===== src/rtl/cbus_arbiter.sv =====
`default_nettype none
// cbus_arbiter -- round-robin arbiter that locks one cbus port to a requester for a whole transaction.
// Rev 1.0
package cbus_pkg;
  typedef struct packed {
    logic        valid;
    logic        is_write;
    logic [2:0]  size;
    logic [31:0] addr;
    logic [7:0]  len;
    logic [1:0]  burst;
    logic [7:0]  strobe;
    logic [63:0] data;
  } cbus_req_t;

  typedef struct packed {
    logic        ready;
    logic        last;
    logic [63:0] data;
  } cbus_resp_t;
endpackage

module cbus_arbiter
  import cbus_pkg::*;
#(
  parameter int NUM_REQ = 2,
  parameter int SEL_W   = (NUM_REQ > 1) ? $clog2(NUM_REQ) : 1
) (
  input  logic             clk,
  input  logic             reset,
  input  cbus_req_t        ireqs  [NUM_REQ],
  output cbus_resp_t       iresps [NUM_REQ],
  output cbus_req_t        oreq,
  input  cbus_resp_t       oresp,
  output logic             grant_valid,
  output logic [SEL_W-1:0] grant_idx,
  output logic             proto_err
);

  typedef enum logic [0:0] {
    IDLE = 1'b0,
    BUSY = 1'b1
  } state_t;

  localparam logic [SEL_W:0]   NUM_REQ_W = (SEL_W + 1)'(NUM_REQ);
  localparam logic [SEL_W-1:0] LAST_IDX  = SEL_W'(NUM_REQ - 1);

  state_t           state;
  state_t           state_next;
  logic [SEL_W-1:0] rr_ptr;
  logic [SEL_W-1:0] rr_next;
  logic [SEL_W-1:0] grant_next;
  logic [SEL_W-1:0] pick_idx;
  logic             pick_found;
  logic             err_next;

  // First valid requester scanning upward from rr_ptr, wrapping at NUM_REQ.
  always_comb begin : pick
    logic [SEL_W:0] cand;
    pick_found = 1'b0;
    pick_idx   = '0;
    cand       = '0;
    for (int k = 0; k < NUM_REQ; k++) begin
      cand = {1'b0, rr_ptr} + (SEL_W + 1)'(k);
      if (cand >= NUM_REQ_W) begin
        cand = cand - NUM_REQ_W;
      end
      if (!pick_found && ireqs[cand[SEL_W-1:0]].valid) begin
        pick_found = 1'b1;
        pick_idx   = cand[SEL_W-1:0];
      end
    end
  end

  always_comb begin
    state_next = state;
    grant_next = grant_idx;
    rr_next    = rr_ptr;
    err_next   = proto_err;
    oreq       = '0;
    for (int j = 0; j < NUM_REQ; j++) begin
      iresps[j] = '0;
    end
    case (state)
      IDLE: begin
        if (pick_found) begin
          grant_next = pick_idx;
          state_next = BUSY;
        end
      end
      BUSY: begin
        oreq              = ireqs[grant_idx];
        iresps[grant_idx] = oresp;
        // A requester dropping valid mid-transaction is flagged, but the
        // downstream burst still runs to its last beat.
        if (!ireqs[grant_idx].valid) begin
          err_next = 1'b1;
        end
        if (oresp.ready && oresp.last) begin
          state_next = IDLE;
          rr_next    = (grant_idx == LAST_IDX) ? '0 : grant_idx + SEL_W'(1);
        end
      end
      default: begin
        state_next = IDLE;
      end
    endcase
  end

  always_ff @(posedge clk or negedge reset) begin
    if (!reset) begin
      state     <= IDLE;
      rr_ptr    <= '0;
      grant_idx <= '0;
      proto_err <= 1'b0;
    end else begin
      state     <= state_next;
      rr_ptr    <= rr_next;
      grant_idx <= grant_next;
      proto_err <= err_next;
    end
  end

  assign grant_valid = (state == BUSY);

endmodule
`default_nettype wire


===== config.mk =====
export PLATFORM = sky130hd
export DESIGN_NAME = cbus_arbiter
export DESIGN_NICKNAME = d
export VERILOG_FILES = /design/src/rtl/cbus_arbiter.sv
export SDC_FILE = /design/constraint.sdc
export NUM_CORES = 1
export LEC_CHECK = 0
export CAP_MARGIN = 40
export CORE_AREA = 4 4 216 218
export DETAILED_ROUTE_END_ITERATION = 16
export DIE_AREA = 0 0 220 222
export SLEW_MARGIN = 20
export SYNTH_ARGS = -nofsm -noshare
export SYNTH_HDL_FRONTEND = slang
export SYNTH_SLANG_ARGS = --single-unit

===== constraint.sdc =====
create_clock -name clk -period 4.92 [get_ports clk]
set_clock_uncertainty 0.15 [all_clocks]
set_input_delay 1.476 -clock clk [delete_from_list [all_inputs] [get_ports clk]]
set_output_delay 1.476 -clock clk [all_outputs]
set_load 0.1 [all_outputs]

**Word-level counts from Yosys, hierarchy flattened**

Index checks and enable logic that the tools add are counted.
W data, S select, Z words.

- Bits in registers: 4
- Bits in latches: 0
- Bits in writable memories: 0
- Bits in read-only memories: 0
- Input bits: 306
- Output and inout bits: 254
- Logic and storage cells: 50
- Memories: 0

- $add $sub $neg: 4
- Multipliers: 0
- Div/mod/pow operators: 0
- Order comparisons: 6
- Equality and inequality tests: 0
- Shifts and indexed selects: 0
- Mux-type cells: 23
- Bitwise gates (word level): 6
- Reductions and logical operators: 7

Operators with widths:

| cell | count |
|---|---|
| $mux W119 | 10 |
| $and A132 B132 Y132 | 1 |
| $mux W132 | 1 |
| $demux W66 S1 | 1 |
| $mux W66 | 1 |
| $mux W1 | 9 |
| $ge A2 B2 Y1 const B | 4 |
| $not A1 Y2 | 3 |
| $reduce_and A2 Y1 | 3 |
| $logic_and A1 B1 Y1 | 3 |
| $add A1 B1 Y2 const B | 1 |
| $ge A1 B2 Y1 const B | 1 |
| $lt A2 B1 Y1 const B | 1 |
| $not A1 Y1 | 2 |
| $pmux W1 S2 | 1 |
| $sub A1 B1 Y1 const B | 2 |
| $add A1 B1 Y1 const B | 1 |
| $logic_not A1 Y1 | 1 |

**Logic depth before layout (Yosys ltp)**

Gate-level depths: netlist of run 1.

- Word-level depth: 12
- Depth in mapped cells: 5
- Gate-level depth less buffers: 2

**Worst setup path after synthesis of run 1**

No wires, ideal clock.

- Path kind: register to output
- From: reg state, in the netlist grant_valid
- To: out oreq[45] in the netlist's numbering
- Data arrival time: 2.927 ns
- Required time: 3.294 ns
- Path slack: 0.367 ns
- Stages on the path, launching flop included: 5
- Buffers on the path: 3
- Cells stage by stage: dfrtp_1 -> buf_4 -> buf_4 -> clkbuf_1 -> nor2b_1

RTL lines:

| what | line | text |
|---|---|---|
| start: declaration | 48 | `state_t state;` |
| start signal: assignment | 117 | `state <= state_next;` |
| end: declaration | 33 | `output cbus_req_t oreq,` |

==> flow_summary.json, run 1 <==
{
  "rsz0062_at_grt": "no",
  "dpl.hpwl_mm": 21.9,
  "drc": 0,
  "ant_nets": 0,
  "globalRouteTotalUtil_pct": 9.15,
  "synth_seq_cells": 4,
  "fin_cells": 1558,
  "irDropWorstVdd_v": 0.000216,
  "yosysTopAreaCell": "mux2i_1",
  "crit_fanout": 4,
  "vias_per_cell": 3.30,
  "ys_types": 18,
  "fp.dieArea_um2": 48800,
  "synth_fp_nets": 739,
  "grt_first_pass_wirelength_mm": 34.0,
  "yosysMostFrequentCell": "nor2b_1",
  "synth.area.top_cells": "mux2i_1 (37%), nor2b_1 (23%), and2_1 (13%), and3_1 (13%), buf_8 (3.7%)",
  "ys.flop_type": "dfrtp_1",
  "grt-ovfl-total": 0,
  "ios": 560,
  "start_util_pct": 7.26,
  "die_width_um": 220,
  "drt-pass1-iter-count": 4,
  "drive_above_1_share_pct": 28.1,
  "period_share_pct": 88.4,
  "dp.cells": 1553,
  "final_hold_viol_count": 0,
  "cp-end-kind": "output port",
  "critical_path_class": "in2out",
  "post_cts_buffers": 0,
  "insertion_delay_ps": 230,
  "wirelength_mm": 25.2,
  "htreeDepth": 1,
  "synth_top_area_share_pct": 36.9,
  "finalSetupTns_ps": 0,
  "async_flop_share_pct": 100,
  "reg2reg_from": "grant_valid$_DFF_PN0_",
  "synth-edff-count": 0,
  "cp-startpoint": "ireqs[118]",
  "cts.clk_slew.worst_paths_ps": 30,
  "period_needed_ps": 4350,
  "nets": 1264,
  "grt_max_degree": 98,
  "synth.top_cells.by_count": "nor2b_1 (121), mux2i_1 (120), and2_1 (66), and3_1 (66), clkbuf_1 (20)",
  "drv_slew": 0,
  "yosysWarnings": 0,
  "place_congestion": 0.827,
  "multi_input_area_um2": 2830,
  "worst_pin_slew_ps": 812,
  "critical_path.startpoint_type": "input pin",
  "cts_tree": "built",
  "power_density_nw_per_um2": 477,
  "syn_to_final_growth_pct": 243,
  "arrival_ps": 2720,
  "p_leak_nw": 4.90,
  "timing.slew.headroom_pct": 45.8,
  "ctsRootBufferMaster": "clkbuf_16",
  "yosysSeqAreaShare_pct": 3.07,
  "post_cts_resized": 0,
  "hold_start": "proto_err$_DFFE_PN0P_",
  "setup_viol": 0,
  "routed-via-count": 5144,
  "numCtsBuffers": 3,
  "synth_area_um2": 3260,
  "ff_latch_area_um2": 108,
  "fp.dieH_um": 222,
  "clockBufferDepth": 2,
  "hold_buffers": 0,
  "avgSynthCellArea_um2": 7.53,
  "fmax_mhz": 230,
  "maxCapViolations": 0,
  "synthCells": 433,
  "antenna_found_initial": 11,
  "n_fill_cell": 4758,
  "core_area_um2": 44900,
  "port_buffers": 559,
  "drt_iter0_markers": 172,
  "status": "finished, final reports clean",
  "num_rows": 78,
  "wl_per_cell_um": 16.1,
  "required_ps": 3290,
  "grt_pass1_vias": 5290,
  "cts.sink_count": 4,
  "min_path_type": "reg2reg"
}
worst max-delay path, cell delays in order:
cell,delay [ps]
clkdlybuf4s50_1,530
mux2i_1,120
nor2b_1,350
buf_12,230
final timing paths:
path | end | slack, ps | depth (start not counted)
hold reg to reg | proto_err$_DFFE_PN0P_ | 320 | 1
setup reg to reg | rr_ptr$_DFFE_PN0P_ | 3060 | 3
hold / removal | proto_err$_DFFE_PN0P_ | 320 | 1
min in group asynchronous | proto_err$_DFFE_PN0P_ | 1310 | 1
max in group asynchronous | grant_idx$_DFFE_PN0P_ | 3100 | 1
setup / recovery | oreq[118] | 570 | 4
report_power, final:
part | switching (mW) | internal (mW) | leakage (nW)
Sequential | 0.0411 | 0.0415 | 0.0411
Combinational | 3.43 | 1.68 | 4.82
Clock | 0.0229 | 0.104 | 0.0370
cell usage in the layout, fill, tap and decap left out, types with 2 or more instances in the layout:
cell type,synthesis,final
clkdlybuf4s50_1,0,306
buf_12,0,188
nor2b_1,121,121
mux2i_1,120,120
buf_4,7,74
and2_1,66,66
and3_1,66,66
clkbuf_16,0,3
diode_2,0,2
dfrtp_4,0,2
dfrtp_1,4,2
stage by stage:
stage                     util (%)  hold WS, ps  area (µm²)  power [mW]  setup WS, ps
after global routing          24.9          351       11200        5.47           532
after global placement        24.7          332       11100        5.22           593
after floorplan                  -          348        3260        3.49           367
final                         24.9          324       11200        5.32           572
after CTS                     24.9          333       11200        5.37           572
after detailed placement      24.7          326       11100        5.24           580
flip-flops by register name, summed over array words and instances (netlist names):
register,cells
grant_idx,1
grant_valid,1
proto_err,1
rr_ptr,1
kinds of logic (layout without fill, tap and decap cells):
| family | after synthesis | count (layout) | share of synthesized area [%] |
|---|---|---|---|
| mux | 120 | 120 | 36.9 |
| compound gates | 3 | 3 | 0.768 |
| other cells | 0 | 2 | 0 |
| flops | 4 | 4 | 3.07 |
| buf+inv | 50 | 573 | 10.1 |
| simple gates | 256 | 256 | 49.3 |
area by class of cell:
type	count	area share (%)
flip-flops and latches	4	0.963
repair buffers	569	66.2
diodes	2	0.0448
clock buffers	3	0.672
well taps	600	6.72
inverters	1	0.0336
multi-input cells	379	25.3
per-layer routing:
metal,GRT usage (%),vias up,routed length [µm]
met5,0,-,27
met4,1.90,4,392
met3,3.41,28,3340
met2,17.3,352,12800
met1,9.60,2264,8630
li1,-,2496,-
Note: power is estimated with default switching activity, not from simulation.
==> run 2, diff against run 1 <==
--- a/config.mk
+++ b/config.mk
@@ -9,7 +9,6 @@
 export CORE_AREA = 4 4 216 218
 export DETAILED_ROUTE_END_ITERATION = 16
 export DIE_AREA = 0 0 220 222
-export SLEW_MARGIN = 20
 export SYNTH_ARGS = -nofsm -noshare
 export SYNTH_HDL_FRONTEND = slang
 export SYNTH_SLANG_ARGS = --single-unit
==> results of run 2 <==
Final layout, timing and power as in run 1 (identical DEF).
